## src/rtl/nonce_scheduler.sv

```systemverilog
// rtl/nonce_scheduler.sv - issues a nonce range across hash engines and reports hashes below target
module nonce_scheduler #(
  parameter int NUM_ENGINES = 4
) (
  input  logic                     clk,
  input  logic                     reset_n,
  input  logic                     start,
  input  logic                     abort,
  input  logic [31:0]              nonce_base,
  input  logic [31:0]              nonce_count,
  input  logic [31:0]              target,
  output logic [NUM_ENGINES-1:0]   eng_start,
  output logic [32*NUM_ENGINES-1:0] eng_nonce,
  input  logic [NUM_ENGINES-1:0]   eng_done,
  input  logic [32*NUM_ENGINES-1:0] eng_hout,
  output logic                     found_valid,
  output logic [31:0]              found_nonce,
  output logic [31:0]              found_hash,
  input  logic                     found_ready,
  output logic                     busy,
  output logic                     done,
  output logic [15:0]              hit_count
);

  localparam int IW = (NUM_ENGINES > 1) ? $clog2(NUM_ENGINES) : 1;

  typedef enum logic { ST_IDLE, ST_RUN } state_e;
  typedef enum logic [1:0] { SL_FREE, SL_BUSY, SL_HIT } slot_e;

  state_e state_q, state_d;
  slot_e  slot_q [NUM_ENGINES];
  slot_e  slot_d [NUM_ENGINES];
  logic [31:0] snonce_q [NUM_ENGINES];
  logic [31:0] snonce_d [NUM_ENGINES];
  logic [31:0] shash_q [NUM_ENGINES];
  logic [31:0] shash_d [NUM_ENGINES];

  logic [31:0] next_nonce_q, next_nonce_d;
  logic [31:0] remaining_q, remaining_d;
  logic [31:0] target_q, target_d;
  logic [15:0] hit_count_q, hit_count_d;
  logic        done_q, done_d;
  logic [NUM_ENGINES-1:0] eng_start_q, eng_start_d;

  logic          free_any, all_free, hit_any;
  logic [IW-1:0] disp_idx, hit_idx;
  logic          dispatch, accept, complete;

  // Priority scans give the lowest-index FREE slot and lowest-index HIT slot.
  always_comb begin
    free_any = 1'b0;
    all_free = 1'b1;
    hit_any  = 1'b0;
    disp_idx = '0;
    hit_idx  = '0;
    for (int i = NUM_ENGINES - 1; i >= 0; i--) begin
      if (slot_q[i] == SL_FREE) begin
        free_any = 1'b1;
        disp_idx = IW'(i);
      end else begin
        all_free = 1'b0;
      end
      if (slot_q[i] == SL_HIT) begin
        hit_any = 1'b1;
        hit_idx = IW'(i);
      end
    end
  end

  always_ff @(posedge clk or negedge reset_n) begin
    if (!reset_n) state_q <= ST_IDLE;
    else          state_q <= state_d;
  end

  always_comb begin
    state_d = state_q;
    case (state_q)
      ST_IDLE: if (start && nonce_count != 32'd0) state_d = ST_RUN;
      ST_RUN:  if (complete) state_d = ST_IDLE;
      default: state_d = ST_IDLE;
    endcase
  end

  // Abort suppresses any dispatch in the cycle it is sampled.
  always_comb begin
    busy     = (state_q == ST_RUN);
    complete = busy && (remaining_q == 32'd0) && all_free;
    dispatch = busy && (remaining_q != 32'd0) && !abort && free_any;
    accept   = hit_any && found_ready;
  end

  always_comb begin
    next_nonce_d = next_nonce_q;
    remaining_d  = remaining_q;
    target_d     = target_q;
    hit_count_d  = hit_count_q;
    done_d       = 1'b0;
    eng_start_d  = '0;
    if (state_q == ST_IDLE) begin
      if (start) begin
        next_nonce_d = nonce_base;
        remaining_d  = nonce_count;
        target_d     = target;
        hit_count_d  = 16'd0;
        done_d       = (nonce_count == 32'd0);
      end
    end else begin
      done_d = complete;
      if (abort) begin
        remaining_d = 32'd0;
      end else if (dispatch) begin
        remaining_d  = remaining_q - 32'd1;
        next_nonce_d = next_nonce_q + 32'd1;
        eng_start_d[disp_idx] = 1'b1;
      end
      if (accept && hit_count_q != 16'hFFFF) hit_count_d = hit_count_q + 16'd1;
    end
  end

  // A done only lands on a BUSY slot and a dispatch only on a FREE one, so the cases never collide.
  always_comb begin
    for (int i = 0; i < NUM_ENGINES; i++) begin
      slot_d[i]   = slot_q[i];
      snonce_d[i] = snonce_q[i];
      shash_d[i]  = shash_q[i];
      if (slot_q[i] == SL_BUSY && eng_done[i]) begin
        shash_d[i] = eng_hout[32*i +: 32];
        slot_d[i]  = (eng_hout[32*i +: 32] < target_q) ? SL_HIT : SL_FREE;
      end else if (slot_q[i] == SL_HIT && accept && hit_idx == IW'(i)) begin
        slot_d[i] = SL_FREE;
      end else if (dispatch && disp_idx == IW'(i)) begin
        slot_d[i]   = SL_BUSY;
        snonce_d[i] = next_nonce_q;
      end
    end
  end

  always_ff @(posedge clk or negedge reset_n) begin
    if (!reset_n) begin
      next_nonce_q <= '0;
      remaining_q  <= '0;
      target_q     <= '0;
      hit_count_q  <= '0;
      done_q       <= 1'b0;
      eng_start_q  <= '0;
      for (int i = 0; i < NUM_ENGINES; i++) begin
        slot_q[i]   <= SL_FREE;
        snonce_q[i] <= '0;
        shash_q[i]  <= '0;
      end
    end else begin
      next_nonce_q <= next_nonce_d;
      remaining_q  <= remaining_d;
      target_q     <= target_d;
      hit_count_q  <= hit_count_d;
      done_q       <= done_d;
      eng_start_q  <= eng_start_d;
      for (int i = 0; i < NUM_ENGINES; i++) begin
        slot_q[i]   <= slot_d[i];
        snonce_q[i] <= snonce_d[i];
        shash_q[i]  <= shash_d[i];
      end
    end
  end

  always_comb begin
    for (int i = 0; i < NUM_ENGINES; i++) eng_nonce[32*i +: 32] = snonce_q[i];
    eng_start   = eng_start_q;
    done        = done_q;
    hit_count   = hit_count_q;
    found_valid = hit_any;
    found_nonce = hit_any ? snonce_q[hit_idx] : 32'd0;
    found_hash  = hit_any ? shash_q[hit_idx] : 32'd0;
  end

endmodule

```

## config.mk

```make
export PLATFORM = sky130hd
export DESIGN_NAME = nonce_scheduler
export DESIGN_NICKNAME = d
export VERILOG_FILES = /design/src/rtl/nonce_scheduler.sv
export SDC_FILE = /design/constraint.sdc
export NUM_CORES = 1
export LEC_CHECK = 0
export ABC_CLOCK_PERIOD_IN_PS = 3050
export BUFFER_PORTS_ARGS = -buffer_cell sky130_fd_sc_hd__buf_4
export CAP_MARGIN = 40
export CELL_PAD_IN_SITES_DETAIL_PLACEMENT = 1
export CELL_PAD_IN_SITES_GLOBAL_PLACEMENT = 2
export CORE_UTILIZATION = 35
export CTS_CLUSTER_DIAMETER = 60
export CTS_CLUSTER_SIZE = 12
export DETAILED_ROUTE_END_ITERATION = 10
export PLACE_DENSITY = 0.89
export SETUP_SLACK_MARGIN = 0.05
export SLEW_MARGIN = 5
export SYNTH_ARGS = -nofsm -noshare
export SYNTH_HDL_FRONTEND = slang
export SYNTH_SLANG_ARGS = --single-unit
```

## constraint.sdc

```tcl
create_clock -name clk -period 3.05 [get_ports clk]
set_clock_uncertainty 0.15 [all_clocks]
set_input_delay 0 -clock clk [delete_from_list [all_inputs] [get_ports clk]]
set_output_delay 0 -clock clk [all_outputs]
set_load 0.01 [all_outputs]
```

=== Word-level counts from Yosys, hierarchy flattened ===
Cells that the tools add are included.

* Flip-flop bits (word level): 382
* Output and inout port bits: 215
* Word-level logic and storage cells: 171

* Add/subtract/negate cells: 3
* Order comparisons: 7
* Equal/unequal tests: 19
* Multiplexer cells: 64
* Bitwise logic cells: 10
* Reduce and logical (&&, ||, !) cells: 49

{| class="wikitable"
|+ Operator list
! kind !! number
|-
| 32-bit 2-to-1 mux || 14
|-
| 32-bit binary-select mux with 2-bit select || 2
|-
| 32-bit less-than comparator || 4
|-
| 32-bit logical NOT || 2
|-
| 32-bit nonzero test || 2
|-
| 16-bit 2-to-1 mux || 3
|-
| 2-bit 2-to-1 mux || 24
|-
| 32-bit by 1-bit adder with 32-bit output, second input constant || 1
|-
| 32-bit by 1-bit subtractor with 32-bit output, second input constant || 1
|-
| 1-bit logical AND || 25
|-
| 16-bit by 1-bit adder with 16-bit output, second input constant || 1
|-
| 2-bit equality test, second input constant || 8
|-
| 1-bit 2-to-1 mux || 16
|-
| 16-bit inequality test, second input constant || 1
|-
| 3-bit AND reduction || 5
|-
| 2-bit by 1-bit equality test with 1-bit output, second input constant || 6
|-
| 2-bit logical NOT || 6
|-
| 4-bit 2-to-1 mux || 3
|-
| 3-bit nonzero test || 4
|-
| 1-bit inverter || 9
|-
| 2-bit AND reduction || 3
|-
| 2-bit by 1-bit inequality test with 1-bit output, second input constant || 2
|-
| 3-bit greater-or-equal comparator, second input constant || 1
|-
| 2-bit by 3-bit less-than comparator with 1-bit output, second input constant || 1
|-
| 8 further kinds || 8
|}

=== Depth between registers and ports, before layout ===
Gate-level depths: netlist of run 1.

* Depth in word-level cells: 12
* Depth in mapped cells: 11
* Mapped depth without buffers: 8

=== Worst setup path before layout of run 1 ===
No wires, ideal clock.

* Path kind: reg-to-reg
* Start: reg remaining_q[24]
* End: reg snonce_q, in the netlist eng_nonce[100]
* Arrival: 2.197 ns
* Path slack: 0.578 ns
* Stages on the path, launching flop included: 9
* Path buffers: 2
* Clock period less this slack: 2.472 ns
* Path through: dfrtp_1 > or4_4 > nor3_4 > nand2_2 > o21ai_2 > or4_4 > buf_12 > buf_12 > mux2_4

* Longest elaborated chain between the ends: 6

{| class="wikitable"
|+ RTL lines
! what !! line !! text
|-
| from (decl) || 39 || <nowiki>logic [31:0] remaining_q, remaining_d;</nowiki>
|-
| from (signal assigned) || 153 || <nowiki>remaining_q <= remaining_d;</nowiki>
|-
| 32-bit nonzero test || 88 || <nowiki>dispatch = busy && (remaining_q != 32'd0) && !abort && free_any;</nowiki>
|-
| 1-bit logical AND (3 in a row) || 88 ||
|-
| 1-bit logical AND || 131 || <nowiki>end else if (dispatch && disp_idx == IW'(i)) begin</nowiki>
|-
| 3-bit AND reduction (no line) || -- ||
|-
| to (signal, indexed assignment) || 160 || <nowiki>snonce_q[i] <= snonce_d[i];</nowiki>
|-
| to (decl) || 33 || <nowiki>logic [31:0] snonce_q [NUM_ENGINES];</nowiki>
|}

No other way between the ends.
A chain may end at the register's enable or synchronous reset.

=== Final worst setup path of run 1 ===
* Start: reg slot_q[0] (netlist name)
* End: out found_hash[2]

* Longest elaborated chain between the ends: 10
* Elaborated cells between the ends (all ways): 14
* Classes of those cells: 1 x eq/ne; 12 x mux; 1 x bitwise

{| class="wikitable"
|+ RTL lines
! what !! line !! text
|-
| from (decl) || 31 || <nowiki>slot_e slot_q [NUM_ENGINES];</nowiki>
|-
| from (signal, indexed assignment) || 159 || <nowiki>slot_q[i] <= slot_d[i];</nowiki>
|-
| 2-bit equality test (*) || 63 || <nowiki>if (slot_q[i] == SL_HIT) begin</nowiki>
|-
| 2-bit 2-to-1 mux (4 in a row) || 63 ||
|-
| 2-bit inverter with 3-bit output (implied by the code) || 173 || <nowiki>found_hash = hit_any ? shash_q[hit_idx] : 32'd0;</nowiki>
|-
| 32-bit binary-select mux with 2-bit select || 173 ||
|-
| 32-bit 2-to-1 mux (implied by the code) (2 in a row) || 173 ||
|-
| 32-bit 2-to-1 mux (*) || 173 ||
|-
| to (decl) || 18 || <nowiki>output logic [31:0] found_hash,</nowiki>
|}

Mark *: on every way between the ends. The rest lies on a longest branch, timed or not. The select of a mux whose other input is x is not followed.

==> summary.md, run 1 <==
| Metric | Value |
|---|---|
| Status | `finished, final reports clean` |
| Cell taking the most area after synthesis | `dfrtp_1` |
| Crit path from | `slot_q[0]$_DFFE_PN0P_` |
| Top-area cell type share of the netlist area | `around 44%` |
| Worst min-delay path startpoint | `target[12]` |
| PortBufs | `~450` |
| Max-slew headroom | `a little over two fifths` |
| Bufs on Longest Clock Path | `3` |
| Layout fillers | `6,581` |
| Starting Density | `between 30 and 40%` |
| Crit path arrival time | `roughly 2700 ps` |
| Final min period | `slightly below 3000 ps` |
| Data required time of the worst path | `around 2900 ps` |
| Post-Synthesis Cell Area | `about 22,000 µm²` |
| Vias in the first global route | `between 20k and 25k` |
| Post-synthesis net count | `approximately 2.4k` |
| Leak | `approximately 14 nW` |
| # DRC | `0` |
| Mux share of post-synthesis cell area | `21.0%` |
| Post-Synthesis Cells | `2,035` |
| CTS tree | `built` |
| WL per Instance | `25.3 µm` |
| Synth Flop Type | `dfrtp_1` |
| First-pass detailed-route iteration total | `5` |
| Clock Tree Root | `clkbuf_16` |
| Setup TNS | `0 ps` |
| Placed cell area | `26,000 µm²` |
| Antenna viol nets, final | `0` |
| Compound-cell area share of the yosys netlist | `about 12%` |
| Clk_lat worst skew | `~570 ps` |
| Starting DRT DRC Count | `between 1k and 1.5k` |
| Worst vdd ir | `approximately 0.41 mV` |
| # setup viols final | `0` |
| Gpl congestion | `0.883` |
| Worst Tran Pin Value | `834 ps` |
| Total vias in the final route | `between 15k and 20k` |
| Largest net degree at the start of global routing | `a little under 100` |
| Crit Path Category | `reg -> out` |
| Synth area leaders | `dfrtp_1 (44%), mux2_2 (9.0%), ha_1 (7.3%)` |
| Final period util | `about 95%` |
| Total track usage | `roughly 28%` |
| Async S/R FF share, synth | `100%` |
| GR Overflow Total | `0` |
| Area delta synth->final | `38.0%` |
| Max Fclk | `347 MHz` |
| RSZ-0062 raised after global routing | `yes` |
| # Max-Cap Violations | `0` |
| Largest family of logic cells by synthesized area | `multiplexers` |
| Avg Synthesized Cell Area | `between 10 and 15 µm²` |
| Register bit total from synthesis | `~380` |
| Clock sink total | `between 300 and 400` |
| Post-synth top cells | `dfrtp_1 (382), nor2_1 (209), mux2_2 (173)` |
| WL final | `about 89 mm` |
| Layout cells sized above 1 | `about a third` |
| Hold Path Stages | `4` |
| Global-route wire length before repair | `roughly 140 mm` |
| FP Rows | `90` |
| CP startpoint kind | `flop` |
| Count leader, synth | `dfrtp_1` |
| Synth Area in XOR/XNOR | `less than 1%` |
| Design area | `between 20,000 and 30,000 µm²` |
| Net count reported at finish | `just over 3k` |
| Die Wd | `between 200 and 300 µm` |
| Initial antenna violation count | `23` |
| Die ar. | `around 63,000 µm²` |
| Core Area | `between 60,000 and 70,000 µm²` |
| Clock slew at reported path FFs | `around 70 ps` |
| Sequential area share after synthesis | `about 44%` |
| I/O pin count | `448` |
| Synth warn | `0` |
| Post-synth cell types | `74` |
| Pwr dens | `1040 nW/µm²` |
| Tightest Hold Check Type | `in -> reg` |
| Hold slack | `~30 ps` |
| Endpoint class of the critical path | `primary output` |
| Vias per cell | `around 5.7` |
| Max H-tree Level | `2` |
| Final hold violation count | `0` |
| FF-to-FF path depth | `10` |
| Worst r2r src | `remaining_q[0]$_DFFE_PN0P_` |
| EDFF count, synth | `0` |
| Synth Area in Adders | `between 7 and 8%` |
| DP HPWL | `59.6 mm` |
| Simple-Gate Fraction of Synth Area | `between 10% and 20%` |
| CP Max Fanout | `12` |
| CTS buffer count | `45` |
| Die height | `roughly 250 µm` |
| Slew Limit Fails | `0` |
-- layer usage --
layer / global-route usage [%] / wire [µm]
met5: 0 / 13
met4: 15.1 / 4340
met3: 4.77 / 4590
met2: 46.6 / 44200
met1: 34.1 / 36200
-- critical path, stage by stage, from the launching register on --
cell and delay (ps):
dfrtp_1 490, nand2b_1 230, o21ai_4 330, nand2_8 220, buf_4 290, mux2i_1 150
a21oi_1 250, buf_4 170
-- sequential cells by signal, summed over array words and instances (netlist names) --
| register | cells |
|---|---|
| eng_nonce | 128 |
| shash_q | 128 |
| next_nonce_q | 32 |
| remaining_q | 32 |
| target_q | 32 |
| hit_count | 16 |
| slot_q | 8 |
| eng_start | 4 |
| busy | 1 |
| done | 1 |
-- timing repair --
action,CTS,global route
setup buffers,0,0
pin swaps,1,0
cloned,1,0
resized for setup,6,7
endpoints found under the setup margin,43,46
hold buffers,240,0
hold endpoints to repair,619,0
-- metrics by stage --
step	power, W	instances	setup slack, ps	utilization [%]
floorplan	0.0183	2035	578	-
global placement	0.0240	3195	71.0	42.8
detailed placement	0.0249	3195	66.9	42.8
CTS	0.0308	3510	56.0	49.1
global route	0.0330	3532	14.8	49.3
finish	0.0313	3533	165	49.3
-- area by class of cell --
type | instances | area [µm²] | area share [%]
Multi-Input combinational cell | 1476 | 11400 | 38.0
Sequential cell | 382 | 9560 | 31.9
Timing Repair Buffer | 742 | 6360 | 21.2
Clock buffer | 54 | 1240 | 4.14
Tap cell | 782 | 978 | 3.26
Inverter | 54 | 203 | 0.676
Clock inverter | 20 | 184 | 0.614
Antenna cell | 23 | 57.6 | 0.192
-- final timing paths --
kind | slack [ps] | end
worst max-delay path | 170 | found_hash[2]
worst min-delay path | 30 | target_q[12]$_DFFE_PN0P_
worst max register to register | 170 | next_nonce_q[23]$_DFFE_PN0P_
worst min register to register | 350 | shash_q[65]$_DFFE_PN0P_
max in group asynchronous | 1250 | eng_nonce[15]$_DFFE_PN0P_
min in group asynchronous | 410 | target_q[22]$_DFFE_PN0P_
-- cell families after synthesis --
| family | Yosys count |
|---|---|
| and+or+nand+nor | 520 |
| AOI/OAI and AO/OA | 435 |
| muxes | 391 |
| DFF | 382 |
| buffers and inverters | 178 |
| adders and majority gates | 127 |
| xor gates and xnor gates | 2 |
-- power by group --
part | internal, W | total, W | switching [W]
Clock | 0.00307 | 0.00541 | 0.00234
Combinational | 0.00757 | 0.0163 | 0.00876
Sequential | 0.00730 | 0.00954 | 0.00224
-- placed cells by master, fill, tap and decap left out, types with 43 or more instances in the layout --
master and instances:
ha_1 127, dlygate4sd3_1 240, mux2_2 173, buf_4 486
nor2_1 208, inv_1 53, nand4_1 53, a21oi_1 159
nand3_1 43, clkbuf_16 47, o21ai_0 132, mux2_4 84
dfrtp_1 382, nand2_1 86, mux2i_1 134
(Power assumes the default switching activity.)
==> inputs of run 2 (changes only) <==
--- a/config.mk
+++ b/config.mk
@@ -14,7 +14,8 @@
 export CTS_CLUSTER_DIAMETER = 60
 export CTS_CLUSTER_SIZE = 12
 export DETAILED_ROUTE_END_ITERATION = 10
-export PLACE_DENSITY = 0.89
+export GPL_TIMING_DRIVEN = 0
+export PLACE_DENSITY_LB_ADDON = 0.1
 export SETUP_SLACK_MARGIN = 0.05
 export SLEW_MARGIN = 5
 export SYNTH_ARGS = -nofsm -noshare
==> summary.md, run 2 (synthesis gave the netlist of run 1 again) <==
| Metric | Value |
|---|---|
| Status | `finished, final reports clean` |
| Internal power | `0.0182 W (+1.6%)` |
| Data required time of the worst path | `3360 ps (+460 ps)` |
| Most common cell after layout, fill and taps aside | `buf_4` |
| Layout cells sized above 1 | `31.5% (-0.22 points)` |
| CTS buffer count | `46 (+2.2%)` |
| Total track usage | `27.9% (+0.074 points)` |
| WL final | `88.7 mm (-0.68%)` |
| Worst path max stage delay | `410 ps (-80 ps)` |
| Reg power frac | `29.0% (-1.5 points)` |
| Max-slew headroom | `36.9% (-6.1 points)` |
| CP Max Fanout | `10 (-2)` |
| Antenna viol nets, final | `0 (unchanged)` |
| PortBufs | `447 (unchanged)` |
| Global-route wire length before repair | `134 mm (-1.3%)` |
| Vias in the first global route | `21.2k (-3.7%)` |
| Worst-path cell chain | `inv_1 -> ha_2 -> nor4b_4 -> buf_4 -> nand4_1 -> buf_4 -> nor3_2 -> nand2_2 -> and3_1 -> buf_6 -> buf_6 -> mux2_4` |
| Slew Limit Fails | `0 (unchanged)` |
| Final min period | `2950 ps (+62.4 ps)` |
| Design area | `30,400 µm² (+1.6%)` |
| Die height | `251 µm (unchanged)` |
| Crit Path Category | `reg -> reg` |
| Bufs on Longest Clock Path | `3 (unchanged)` |
| Switch share | `41.8% (-0.80 points)` |
| Clock Tree Root | `clkbuf_16` |
| CP startpoint kind | `flop` |
| Largest net degree at the start of global routing | `108 (+10%)` |
| Net count reported at finish | `3,159 (+3.2%)` |
| Vias per cell | `5.43 (-4.1%)` |
| FP Rows | `90 (unchanged)` |
| Endpoint class of the critical path | `flop` |
| Layout fillers | `6,626 (+0.68%)` |
| Crit path arrival time | `3250 ps (+520 ps)` |
| Gpl congestion | `0.842 (-4.6%)` |
| Starting DRT DRC Count | `885 (-28%)` |
| Clock slew at reported path FFs | `60 ps (about the same)` |
| Final period util | `96.6% (+2.0 points)` |
| Final hold violation count | `0 (unchanged)` |
| Commonest non-fill, non-tap cells in the layout | `buf_4 (463), dfrtp_1 (380), dlygate4sd3_1 (250), nor2_1 (207), mux2_2 (173)` |
| Die Wd | `251 µm (unchanged)` |
| Leak | `14.3 nW (+1.7%)` |
| Clock sink total | `382 (unchanged)` |
| Die ar. | `63,100 µm² (unchanged)` |
| # setup viols final | `0 (unchanged)` |
| CP max stage cell | `dfrtp_1` |
| Clock power frac | `17.5% (+0.2 points)` |
| Place WS | `-454 ps (-521 ps)` |
| Max H-tree Level | `2 (unchanged)` |
| WL per Instance | `24.5 µm (-3.0%)` |
| Placed cell area | `26,200 µm² (+0.85%)` |
| Combinational Power Share | `53.4% (+1.2 points)` |
| First-pass detailed-route iteration total | `5 (unchanged)` |
| Max Fclk | `339 MHz (-2.1%)` |
| Pwr dens | `1030 nW/µm² (-1.3%)` |
| # Max-Cap Violations | `0 (unchanged)` |
| I/O pin count | `448 (unchanged)` |
| Sequential cell area | `9560 µm² (about the same)` |
| Area occupied by multi-input gates | `11,300 µm² (-0.44%)` |
| # DRC | `0 (unchanged)` |
| RSZ-0062 raised after global routing | `yes` |
| Area delta synth->final | `40.2%` |
| CP bufs+invs | `5 (+3)` |
| Worst vdd ir | `0.476 mV (+15%)` |
| Psw | `0.0131 W (-1.7%)` |
| Core Area | `60,800 µm² (unchanged)` |
| GR Overflow Total | `0 (unchanged)` |
| DP HPWL | `65.9 mm (+11%)` |
| Worst Tran Pin Value | `947 ps (+113 ps)` |
| Clk_lat worst skew | `580 ps (about the same)` |
| CTS tree | `built` |
| Total vias in the final route | `19.6k (-1.8%)` |
| Starting Density | `35.7% (unchanged)` |
| Tightest Hold Check Type | `in -> reg` |
| Initial antenna violation count | `6 (-74%)` |
| Delay-heaviest family, CP | `simple AND/OR/NAND/NOR gates` |
| Worst setup margin | `103 ps (-62.4 ps)` |
| Hold slack | `33.4 ps (+3.28 ps)` |
-- run 2: worst reg2reg max path, delay by kind of cell (launching register included) --
family	cells	cell delay (ps)
AND/OR/NAND/NOR	5	900
buffers and inverters	5	800
adder cells (fa/ha/maj)	1	240
multiplexers	1	330
flip-flops	1	410
-- run 2: power groups by stage --
stage | Combinational, W | Clock, W | Sequential [W]
floorplan | 0.00946 | 0 | 0.00884
global placement | 0.0156 | 0 | 0.00897
detailed placement | 0.0161 | 0 | 0.00912
CTS | 0.0166 | 0.00563 | 0.00905
global route | 0.0181 | 0.00582 | 0.00937
finish | 0.0167 | 0.00550 | 0.00910
-- run 2: cell type report --
type / count / share of cell area (%)
multi-input combinational: 1475 / 37.2
clock inverter: 15 / 0.415
buffer: 124 / 2.49
inverter: 54 / 0.666
tap: 782 / 3.21
timing repair buffer: 716 / 20.1
sequential: 382 / 31.4
clock buffer: 64 / 4.48
antenna: 5 / 0.0411
-- run 2: what timing repair did --
| action | 4_1_cts | 5_1_grt |
|---|---|---|
| pin swaps | 2 | 3 |
| resized for setup | 37 | 26 |
| setup endpoints to repair | 177 | 140 |
| hold endpoints to repair | 513 | 0 |
| setup buffers | 1 | 7 |
| hold buffers | 250 | 0 |
-- run 2: worst paths after layout --
path                       slack, ps                       start  depth (start not counted)                           to
max                              100  remaining_q[0]$_DFFE_PN0P_                         12    eng_nonce[29]$_DFFE_PN0P_
min                               30                  target[30]                          4     target_q[30]$_DFFE_PN0P_
max reg2reg                      100  remaining_q[0]$_DFFE_PN0P_                         12    eng_nonce[29]$_DFFE_PN0P_
min reg2reg                      350     shash_q[61]$_DFFE_PN0P_                          1      shash_q[61]$_DFFE_PN0P_
max in group asynchronous        850                     reset_n                          5  remaining_q[12]$_DFFE_PN0P_
min in group asynchronous        370                     reset_n                          3      target_q[7]$_DFFE_PN0P_
-- run 2: stage by stage --
step / total power (W) / cells / utilization, % / setup TNS, ps
global route: 0.0333 / 3615 / 50.1 / -341
global placement: 0.0246 / 3264 / 42.8 / -816460
floorplan: 0.0183 / 2035 / - / 0
CTS: 0.0313 / 3605 / 49.9 / 0
finish: 0.0313 / 3617 / 50.1 / 0
detailed placement: 0.0253 / 3275 / 43.2 / -13020
-- run 2: layer usage --
| metal | global-route usage, % | share of wire (%) | vias to the layer above |
|---|---|---|---|
| met2 | 46.8 | 48 | 498 |
| met5 | 0 | 0.015 | - |
| met1 | 36.7 | 44 | 10000 |
| li1 | - | - | 8966 |
| met3 | 4.86 | 4.8 | 132 |
| met4 | 8.17 | 2.6 | 2 |
==> inputs of run 3 (changes only) <==
--- a/config.mk
+++ b/config.mk
@@ -10,6 +10,7 @@
 export CAP_MARGIN = 40
 export CELL_PAD_IN_SITES_DETAIL_PLACEMENT = 1
 export CELL_PAD_IN_SITES_GLOBAL_PLACEMENT = 2
+export CORE_ASPECT_RATIO = 1.75
 export CORE_UTILIZATION = 35
 export CTS_CLUSTER_DIAMETER = 60
 export CTS_CLUSTER_SIZE = 12
==> summary.md, run 3 (synthesis gave the netlist of run 1 again) <==
| Metric | Value |
|---|---|
| Status | `finished, final reports clean` |
| Clock sink total | `382 (unchanged)` |
| Crit path from | `remaining_q[0]$_DFFE_PN0P_` |
| CTS tree | `built` |
| # DRC | `0 (unchanged)` |
| CTS buffer count | `39 (-15%)` |
| Crit path arrival time | `3210 ps (-40 ps)` |
| Area delta synth->final | `39.0%` |
| Post-layout util | `49.3% (-0.81 points)` |
| Global-route wire length before repair | `139 mm (+3.6%)` |
| PortBufs | `447 (unchanged)` |
| Max H-tree Level | `2 (unchanged)` |
| Die height | `332 µm (+32%)` |
| Clock Tree Root | `clkbuf_16` |
| Worst vdd ir | `0.559 mV (+17%)` |
| Antenna viol nets, final | `0 (unchanged)` |
| Worst min-delay path startpoint | `target[16]` |
| Die ar. | `63,100 µm² (about the same)` |
| Pwr dens | `1030 nW/µm² (about the same)` |
| Placed cell count | `3,291 (+0.49%)` |
| Vias in the first global route | `21.6k (+1.9%)` |
| Core Area | `61,300 µm² (+0.74%)` |
| Leak | `14.2 nW (-0.92%)` |
| CP startpoint kind | `flop` |
| I/O pin count | `448 (unchanged)` |
| Starting DRT DRC Count | `856 (-3.3%)` |
| Final hold violation count | `0 (unchanged)` |
| Crit Path Category | `reg -> reg` |
| DR WL met3 | `3.94 mm (-7.9%)` |
| Bufs on Longest Clock Path | `3 (unchanged)` |
| Tightest Hold Check Type | `in -> reg` |
| Largest net degree at the start of global routing | `107 (-0.93%)` |
| Final cell count without fillers | `3,597 (-0.55%)` |
| First-pass detailed-route iteration total | `5 (unchanged)` |
| FP Rows | `120 (+33%)` |
| Gpl congestion | `0.884 (+5.0%)` |
| Data required time of the worst path | `3340 ps (-20 ps)` |
| # setup viols final | `0 (unchanged)` |
| Commonest non-fill, non-tap cells in the layout | `buf_4 (461), dfrtp_1 (381), dlygate4sd3_1 (244), nor2_1 (207), mux2_2 (173)` |
| Most common cell after layout, fill and taps aside | `buf_4` |
| Metal-1 WL | `35.1 mm (-11%)` |
| Clock slew at reported path FFs | `60 ps (about the same)` |
| Vias per cell | `5.42 (-0.18%)` |
| Starting Density | `35.5% (-0.26 points)` |
| WL final | `93.5 mm (+5.5%)` |
| Die Wd | `190 µm (-24%)` |
| WL per Instance | `26.0 µm (+6.1%)` |
| Max Fclk | `342 MHz (+0.83%)` |
| Total vias in the final route | `19.5k (-0.73%)` |
| RSZ-0062 raised after global routing | `yes` |
| Top sig layer | `met5` |
| Total track usage | `29.5% (+1.6 points)` |
| Slew Limit Fails | `0 (unchanged)` |
| # Max-Cap Violations | `0 (unchanged)` |
| Net count reported at finish | `3,150 (-0.28%)` |
| CP Max Fanout | `10 (unchanged)` |
| Final min period | `2920 ps (-24.3 ps)` |
| Endpoint class of the critical path | `flop` |
| Initial antenna violation count | `7 (+1)` |
| GR Overflow Total | `0 (unchanged)` |
| Worst Tran Pin Value | `852 ps (-95.3 ps)` |
| FF-to-FF setup slack | `130 ps (+20 ps)` |
| Worst r2r src | `remaining_q[0]$_DFFE_PN0P_` |
| Clk_lat worst skew | `560 ps (-20 ps)` |
| Final period util | `95.8% (-0.80 points)` |
| Max-slew headroom | `43.2% (+6.4 points)` |
| DP HPWL | `71.4 mm (+8.3%)` |
| Layout cells sized above 1 | `31.2% (-0.28 points)` |
| WL met2 | `50.2 mm (+17%)` |
[run 3: report_power, final]
group          switching [W]  internal, W
logic                0.00937      0.00783
registers            0.00182      0.00730
clock network        0.00211      0.00265
total                 0.0133       0.0178
[run 3: cell type report]
| type | count | area (µm²) |
|---|---|---|
| well taps | 793 | 992 |
| clock inverters | 7 | 139 |
| fillers | 6748 | 31100 |
| inverters | 54 | 203 |
| clock buffers | 42 | 997 |
| plain buffers | 123 | 763 |
| flip-flops and latches | 382 | 9560 |
| repair buffers | 715 | 6110 |
| diodes | 6 | 15.0 |
| multi-input cells | 1475 | 11400 |
[run 3: path summary, 6_finish.rpt]
path / end / depth (start not counted)
max in group asynchronous: eng_nonce[112]$_DFFE_PN0P_ / 5
min in group asynchronous: hit_count[5]$_DFFE_PN0P_ / 3
worst max-delay path: next_nonce_q[30]$_DFFE_PN0P_ / 10
worst max register to register: next_nonce_q[30]$_DFFE_PN0P_ / 10
worst min-delay path: target_q[16]$_DFFE_PN0P_ / 4
worst min register to register: shash_q[36]$_DFFE_PN0P_ / 1
[run 3: per-layer routing]
metal  vias to the layer above  global-route usage (%)
met4                         6                    13.4
met2                       574                    55.4
li1                       8911                       -
met5                         -                       0
met1                      9842                    32.0
met3                       154                    4.03
[run 3: stage by stage]
stage / instance area [µm²] / power [W] / TNS, ps / hold slack (ps) / setup slack (ps)
after floorplan: 21700 / 0.0183 / 0 / -446 / 578
after detailed placement: 26300 / 0.0257 / -9770 / -12.8 / -263
after global routing: 30200 / 0.0330 / 0 / 63.2 / 19.4
after CTS: 30100 / 0.0312 / 0 / 16.3 / 50.8
after global placement: 26100 / 0.0250 / -854980 / 56.7 / -2280
final: 30200 / 0.0311 / 0 / 53.6 / 127
[run 3: timing repair]
item                       CTS  global route
gates cloned                 0             0
gates resized for setup     45            27
pin swaps                    1             3
hold endpoints to repair   359             0
buffers inserted             2             5
setup endpoints to repair  194           156
hold buffers               245             0
[run 3: worst max-delay path: stages, from the launching register on]
cell     delay, ps
dfrtp_1        410
inv_1           90
ha_1           270
nor4b_4        340
and4_1         230
buf_2          220
a31oi_2        260
buf_6          240
nor2_4         270
a21oi_1         80
o221a_1        260
